===== src/rtl/sram_pkg.sv =====
// rtl/sram_pkg.sv - shared SRAM block-pool constants and allocator FSM encodings
// Purpose : default pool geometry (DEPTH blocks, ADDR_W-bit block index) and the
//           one-hot allocator state encoding, shared with the address-recycle block.
// Ports   : none (package).
package sram_pkg;

  localparam int DEPTH  = 512;
  localparam int ADDR_W = 9;

  // One-hot so that "not IDLE" is a single inverted flop bit.
  typedef enum logic [2:0] {
    ST_IDLE = 3'b001,
    ST_SCAN = 3'b010,
    ST_DONE = 3'b100
  } alloc_state_e;

endpackage


===== src/rtl/addr_popcnt.sv =====
// rtl/addr_popcnt.sv - combinational population count of a block bitmap
// Purpose : counts the set bits of a W-bit vector.
// Ports   : vec_i  [W-1:0]  bitmap to count
//           cnt_o  [CW-1:0] number of ones in vec_i
module addr_popcnt #(
  parameter int W  = sram_pkg::DEPTH,
  parameter int CW = sram_pkg::ADDR_W + 1
) (
  input  logic [W-1:0]  vec_i,
  output logic [CW-1:0] cnt_o
);

  always_comb begin
    cnt_o = '0;
    for (int i = 0; i < W; i++) begin
      cnt_o = cnt_o + CW'(vec_i[i]);
    end
  end

endmodule


===== src/rtl/addr_alloc.sv =====
// rtl/addr_alloc.sv - bitmap-based SRAM block allocator with linear free-block scan
// Purpose : tracks DEPTH blocks in a used bitmap, grants alloc_num free blocks by
//           scanning one bit per cycle from index 0, and frees blocks on rel_req.
// Build   : define ADDR_ALLOC_FREE_CNT_EN to add the free-block counter (free_cnt)
//           and the early reject of requests larger than the free count.
// Ports   : sys_clk / sys_rst         clock, asynchronous active-high reset
//           alloc_req, alloc_num      allocation request and block count (IDLE only)
//           rel_req, rel_mask         release request and blocks to free
//           alloc_busy                high while not IDLE
//           alloc_done                one-cycle completion pulse
//           alloc_ok                  request fully granted (valid with alloc_done)
//           alloc_mask                granted blocks
//           alloc_first_addr          lowest granted block index
//           alloc_grant_cnt           number of blocks found
//           free_cnt                  free blocks (ADDR_ALLOC_FREE_CNT_EN only)
module addr_alloc #(
  parameter int DEPTH  = sram_pkg::DEPTH,
  parameter int ADDR_W = sram_pkg::ADDR_W
) (
  input  logic              sys_clk,
  input  logic              sys_rst,
  input  logic              alloc_req,
  input  logic [ADDR_W:0]   alloc_num,
  input  logic              rel_req,
  input  logic [DEPTH-1:0]  rel_mask,
  output logic              alloc_busy,
  output logic              alloc_done,
  output logic              alloc_ok,
  output logic [DEPTH-1:0]  alloc_mask,
  output logic [ADDR_W-1:0] alloc_first_addr,
  output logic [ADDR_W:0]   alloc_grant_cnt
`ifdef ADDR_ALLOC_FREE_CNT_EN
  ,
  output logic [ADDR_W:0]   free_cnt
`endif
);

  import sram_pkg::*;

  alloc_state_e      state_q;
  logic [ADDR_W:0]   num_q;
  logic [ADDR_W:0]   cnt_q;
  logic [ADDR_W-1:0] idx_q;
  logic [ADDR_W-1:0] first_q;
  logic [DEPTH-1:0]  mask_q;
  logic [DEPTH-1:0]  used_q;
  logic [DEPTH-1:0]  used_d;
  logic              done_q;
  logic              ok_q;

  logic              commit;
  logic              bit_free;
  logic [ADDR_W:0]   cnt_inc;
  logic              last_idx;
  logic              scan_end;
  logic              req_short;

  // The grant is committed on the edge that leaves DONE; a release in the same
  // cycle wins over the commit for any bit it names.
  assign commit = (state_q == ST_DONE) && ok_q;

  always_comb begin
    used_d = used_q;
    if (commit) begin
      used_d = used_d | mask_q;
    end
    if (rel_req) begin
      used_d = used_d & ~rel_mask;
    end
  end

  assign bit_free = ~used_q[idx_q];
  assign cnt_inc  = cnt_q + (ADDR_W + 1)'(bit_free);
  assign last_idx = (idx_q == ADDR_W'(DEPTH - 1));
  assign scan_end = (cnt_inc == num_q) || last_idx;

`ifdef ADDR_ALLOC_FREE_CNT_EN
  logic [ADDR_W:0] free_cnt_q;
  logic [ADDR_W:0] used_pop;

  addr_popcnt #(
    .W  (DEPTH),
    .CW (ADDR_W + 1)
  ) u_popcnt (
    .vec_i (used_d),
    .cnt_o (used_pop)
  );

  // Tracks the bitmap as it will be after this edge, so commit and release
  // are both reflected without separate add/subtract paths.
  always_ff @(posedge sys_clk or posedge sys_rst) begin
    if (sys_rst) begin
      free_cnt_q <= (ADDR_W + 1)'(DEPTH);
    end else begin
      free_cnt_q <= (ADDR_W + 1)'(DEPTH) - used_pop;
    end
  end

  assign free_cnt  = free_cnt_q;
  assign req_short = (alloc_num == '0) || (alloc_num > free_cnt_q);
`else
  assign req_short = (alloc_num == '0);
`endif

  always_ff @(posedge sys_clk or posedge sys_rst) begin
    if (sys_rst) begin
      state_q <= ST_IDLE;
      num_q   <= '0;
      cnt_q   <= '0;
      idx_q   <= '0;
      first_q <= '0;
      mask_q  <= '0;
      used_q  <= '0;
      done_q  <= 1'b0;
      ok_q    <= 1'b0;
    end else begin
      used_q <= used_d;
      done_q <= 1'b0;
      case (state_q)
        ST_IDLE: begin
          if (alloc_req) begin
            // Result registers are cleared on every accepted request so the
            // rejected/zero-length path reports an empty grant.
            num_q   <= alloc_num;
            cnt_q   <= '0;
            idx_q   <= '0;
            first_q <= '0;
            mask_q  <= '0;
            ok_q    <= 1'b0;
            if (req_short) begin
              state_q <= ST_DONE;
              done_q  <= 1'b1;
            end else begin
              state_q <= ST_SCAN;
            end
          end
        end
        ST_SCAN: begin
          if (bit_free) begin
            mask_q[idx_q] <= 1'b1;
            if (cnt_q == '0) begin
              first_q <= idx_q;
            end
          end
          cnt_q <= cnt_inc;
          idx_q <= idx_q + ADDR_W'(1);
          if (scan_end) begin
            state_q <= ST_DONE;
            done_q  <= 1'b1;
            ok_q    <= (cnt_inc == num_q);
          end
        end
        ST_DONE: begin
          state_q <= ST_IDLE;
        end
        default: begin
          state_q <= ST_IDLE;
        end
      endcase
    end
  end

  assign alloc_busy       = (state_q != ST_IDLE);
  assign alloc_done       = done_q;
  assign alloc_ok         = ok_q;
  assign alloc_mask       = mask_q;
  assign alloc_first_addr = first_q;
  assign alloc_grant_cnt  = cnt_q;

endmodule

===== config.mk =====
export PLATFORM = sky130hd
export DESIGN_NAME = addr_alloc
export DESIGN_NICKNAME = d
export VERILOG_FILES = /design/src/rtl/sram_pkg.sv /design/src/rtl/addr_popcnt.sv /design/src/rtl/addr_alloc.sv
export SDC_FILE = /design/constraint.sdc
export NUM_CORES = 2
export LEC_CHECK = 0
export CORE_AREA = 4 4 408 410
export CTS_CLUSTER_DIAMETER = 80
export DETAILED_ROUTE_END_ITERATION = 8
export DIE_AREA = 0 0 412 414
export SLEW_MARGIN = 0
export SYNTH_ARGS = -nofsm -noshare
export SYNTH_HDL_FRONTEND = slang
export SYNTH_SLANG_ARGS = --single-unit

===== constraint.sdc =====
create_clock -name sys_clk -period 44.2 [get_ports sys_clk]
set_input_delay 8.84 -clock sys_clk [delete_from_list [all_inputs] [get_ports sys_clk]]
set_output_delay 8.84 -clock sys_clk [all_outputs]
set_load 0.005 [all_outputs]

==> flow_summary.toml <==
[outcome]
status = "complete, no violations"

[synthesis]
post_synth_and_or_nand_nor_area_fraction_pct = 8.34
synth_top_cell_area_share_pct = 58.6
synth_top_family_by_area = "compound AO/OA/AOI/OAI gates"
synth-edff-count = 0
synthMuxAreaShare_pct = 6.10
synth_top_area_cell = "dfrtp_1"
netlist_area_um2 = 45500
ys_types = 57
synth-xor-area-share_pct = 0.346
yosys-top-cells-area = "dfrtp_1, a21oi_1, o31ai_1"
synthAdderAreaFrac_pct = 0.192
async_flop_share_pct = 100
yosys_warnings = 0
yosysSeqAreaShare_pct = 58.7
ys.flop_type = "dfrtp_1"
syn_avg_cell_area_um2 = 10.5
synth_compound_area_share_pct = 22.2
ys_ff_latch = 1067
synth_fp_nets = 4858
synthCells = 4325

[sta]
tns_ns = 0
tightestPinTransition_ns = 1.46
slew_headroom_pct = 2.02
post-route-min-period_ns = 12.31
period_share_pct = 27.9
hold_viol = 0
drv_slew = 0
layout_setup_ws_ns = 31.89
grt_setup_unrepaired = "no"
setup_violations = 0
max_freq_ghz = 0.0812
skew_ns = 0.0503

[cts]
h-tree-depth = 4
clk_pin_slew_ns = 0.06
cts_hold_buf = 0
cts_setup_buffers = 0
cts_sinks = 1067
numCtsBuffers = 130
post_cts_resized = 0
clockBufferDepth = 3
clk_latency_ns = 0.79
root_buffer = "clkbuf_16"
cts_tree = "yes"

[route]
viasPerCell = 5.62
first_pass_iters = 6
drt_iter0_drc = 4940
drt-wirelength-per-cell_um = 35.0
wl_um = 264000
ant_nets = 0
remaining_drc_errors = 0
vias = 42400

[power_and_ir_drop]
sequentialPowerShare_pct = 39.8
switching_power_mw = 0.777
swShare_pct = 30.9
vdd_drop_max_v = 0.0000399
p_int_mw = 1.74
p_total_mw = 2.51
total_leakage_power_nw = 25.7
pwr-share-clk_pct = 43.9
pwr-share-comb_pct = 16.3
power.density_nw_per_um2 = 40.2

[worst_setup_path]
ff2ff_path_depth = 20
cp.required_ns = 44.95
worstSetupPathType = "in -> async"
timing.rr.start = "idx_q[0]$_DFFE_PP0P_"
rr_endpoint = "alloc_done$_DFF_PP0_"
crit_arrival_ns = 13.06
end_kind = "asynchronous set/reset pin"
startpoint = "sys_rst"
critPathLaunchType = "primary input"
critPathMaxFanout = 97
r2r_slack_ns = 34.56

[floorplan]
coreArea_um2 = 162000
rows = 148
initial_core_util_pct = 28.0
fp.dieH_um = 414
pin_count = 1060
dieArea_um2 = 171000
dieWidth_um = 412

[worst_hold_path]
min_to = "num_q[0]$_DFFE_PP0P_"
hp-class = "reg -> reg"
hold_start = "num_q[0]$_DFFE_PP0P_"
worstHoldPathCells = 2

[global_route]
antenna_found_initial = 52
track_usage_pct = 30.0
gr-total-overflow = 0
grt_first_pass_wirelength_um = 357000
grt_pass1_vias = 42200
grt_max_degree = 133

[final_layout]
multi_input_comb_area_um2 = 17100
drive_above_1_share_pct = 8.00
fillCellCount = 16000
final_util_pct = 38.5
area_growth_syn_to_layout_pct = 37.4
final_nets = 5770
regArea_um2 = 26700
final_cell_mix = "a21oi_1, dfrtp_1, clkdlybuf4s50_1, nand2_1, o31ai_1"
mostFrequentLayoutCell = "a21oi_1"

[place]
io_buffers = 1059
dp_slack_ns = 30.88
dpl.hpwl_um = 189000
place_congestion = 0.921

[job]
max-cap-violations = 0
## Yosys cell counts (33+ instances only)
library cell / number
a21oi_1: 1101
dfrtp_1: 1066
nand2_1: 562
o31ai_1: 344
clkbuf_1: 290
mux2i_1: 173
nor2_1: 124
nand4_1: 59
a22oi_1: 57
nand3_1: 55
a31oi_1: 47
a32o_1: 47
o21ai_0: 47
mux4_2: 45
inv_1: 42
buf_2: 39
buf_6: 33
## final cells by class
cell class	count	share of cell area, %
antenna	41	0.164
clock buffer	183	5.98
clock inverter	48	0.960
inverter	44	0.280
multi-input combinational	2836	27.4
sequential	1067	42.7
tap	2175	4.35
timing repair buffer	1158	18.2
## through the flow
stage	std cells	hold slack, ns	cell area (um^2)
after detailed placement	7280	0.485	58100
after floorplan	4325	0.465	45500
after global routing	7533	0.524	62500
after CTS	7511	0.498	62500
after global placement	7280	0.479	58100
final	7552	0.497	62600
## cell families (layout without fill, tap and decap cells)
family,count (synthesis),in the layout
AO/OA/AOI/OAI,1700,1700
XOR/XNOR,18,18
adder cells (fa/ha/maj),7,7
buffers and inverters,422,1433
flip-flops,1067,1067
multiplexers,221,221
other,0,41
AND/OR/NAND/NOR,890,890
## sequential cells by signal, indices dropped and copies added, names as in the netlist
register / flops
idx_q: 9
num_q: 10
used_q: 512
state_q: 3
alloc_grant_cnt: 10
alloc_done: 1
alloc_mask: 512
alloc_ok: 1
alloc_first_addr: 9
## how the worst max path moves through the flow
stage                                  to  slack (ns)  depth (start not counted)
global route        used_q[317]$_DFF_PP0_       31.27                          6
floorplan            alloc_done$_DFF_PP0_        5.33                          1
global placement    used_q[349]$_DFF_PP0_       30.93                          6
CTS                 used_q[361]$_DFF_PP0_       31.73                          6
detailed placement  used_q[348]$_DFF_PP0_       30.88                          6
finish              used_q[317]$_DFF_PP0_       31.89                          6
## critical path, cell delays in order
cell	delay, ns
clkdlybuf4s50_1	0.52
inv_8	0.51
buf_4	0.67
buf_4	0.70
buf_4	0.67
buf_4	0.90
## routing by layer
layer  vias up  GRT usage [%]  routed length, um
met2      2446           48.6             125000
li1      17600              -                  -
met1     21900           38.1             105000
met3       456           8.33              23300
met5         -              0                 90
met4        14           11.4              10700
## power by group through the flow
stage | sequential (mW) | clock (mW) | combinational, mW
5_1_grt | 1.00 | 1.16 | 0.429
6_report | 1.00 | 1.10 | 0.409
3_5_place_dp | 1.02 | 0 | 0.407
2_1_floorplan | 1.01 | 0 | 0.237
3_3_place_gp | 1.02 | 0 | 0.405
4_1_cts | 1.00 | 1.12 | 0.408
No activity file was read; power rests on OpenSTA's default activity.
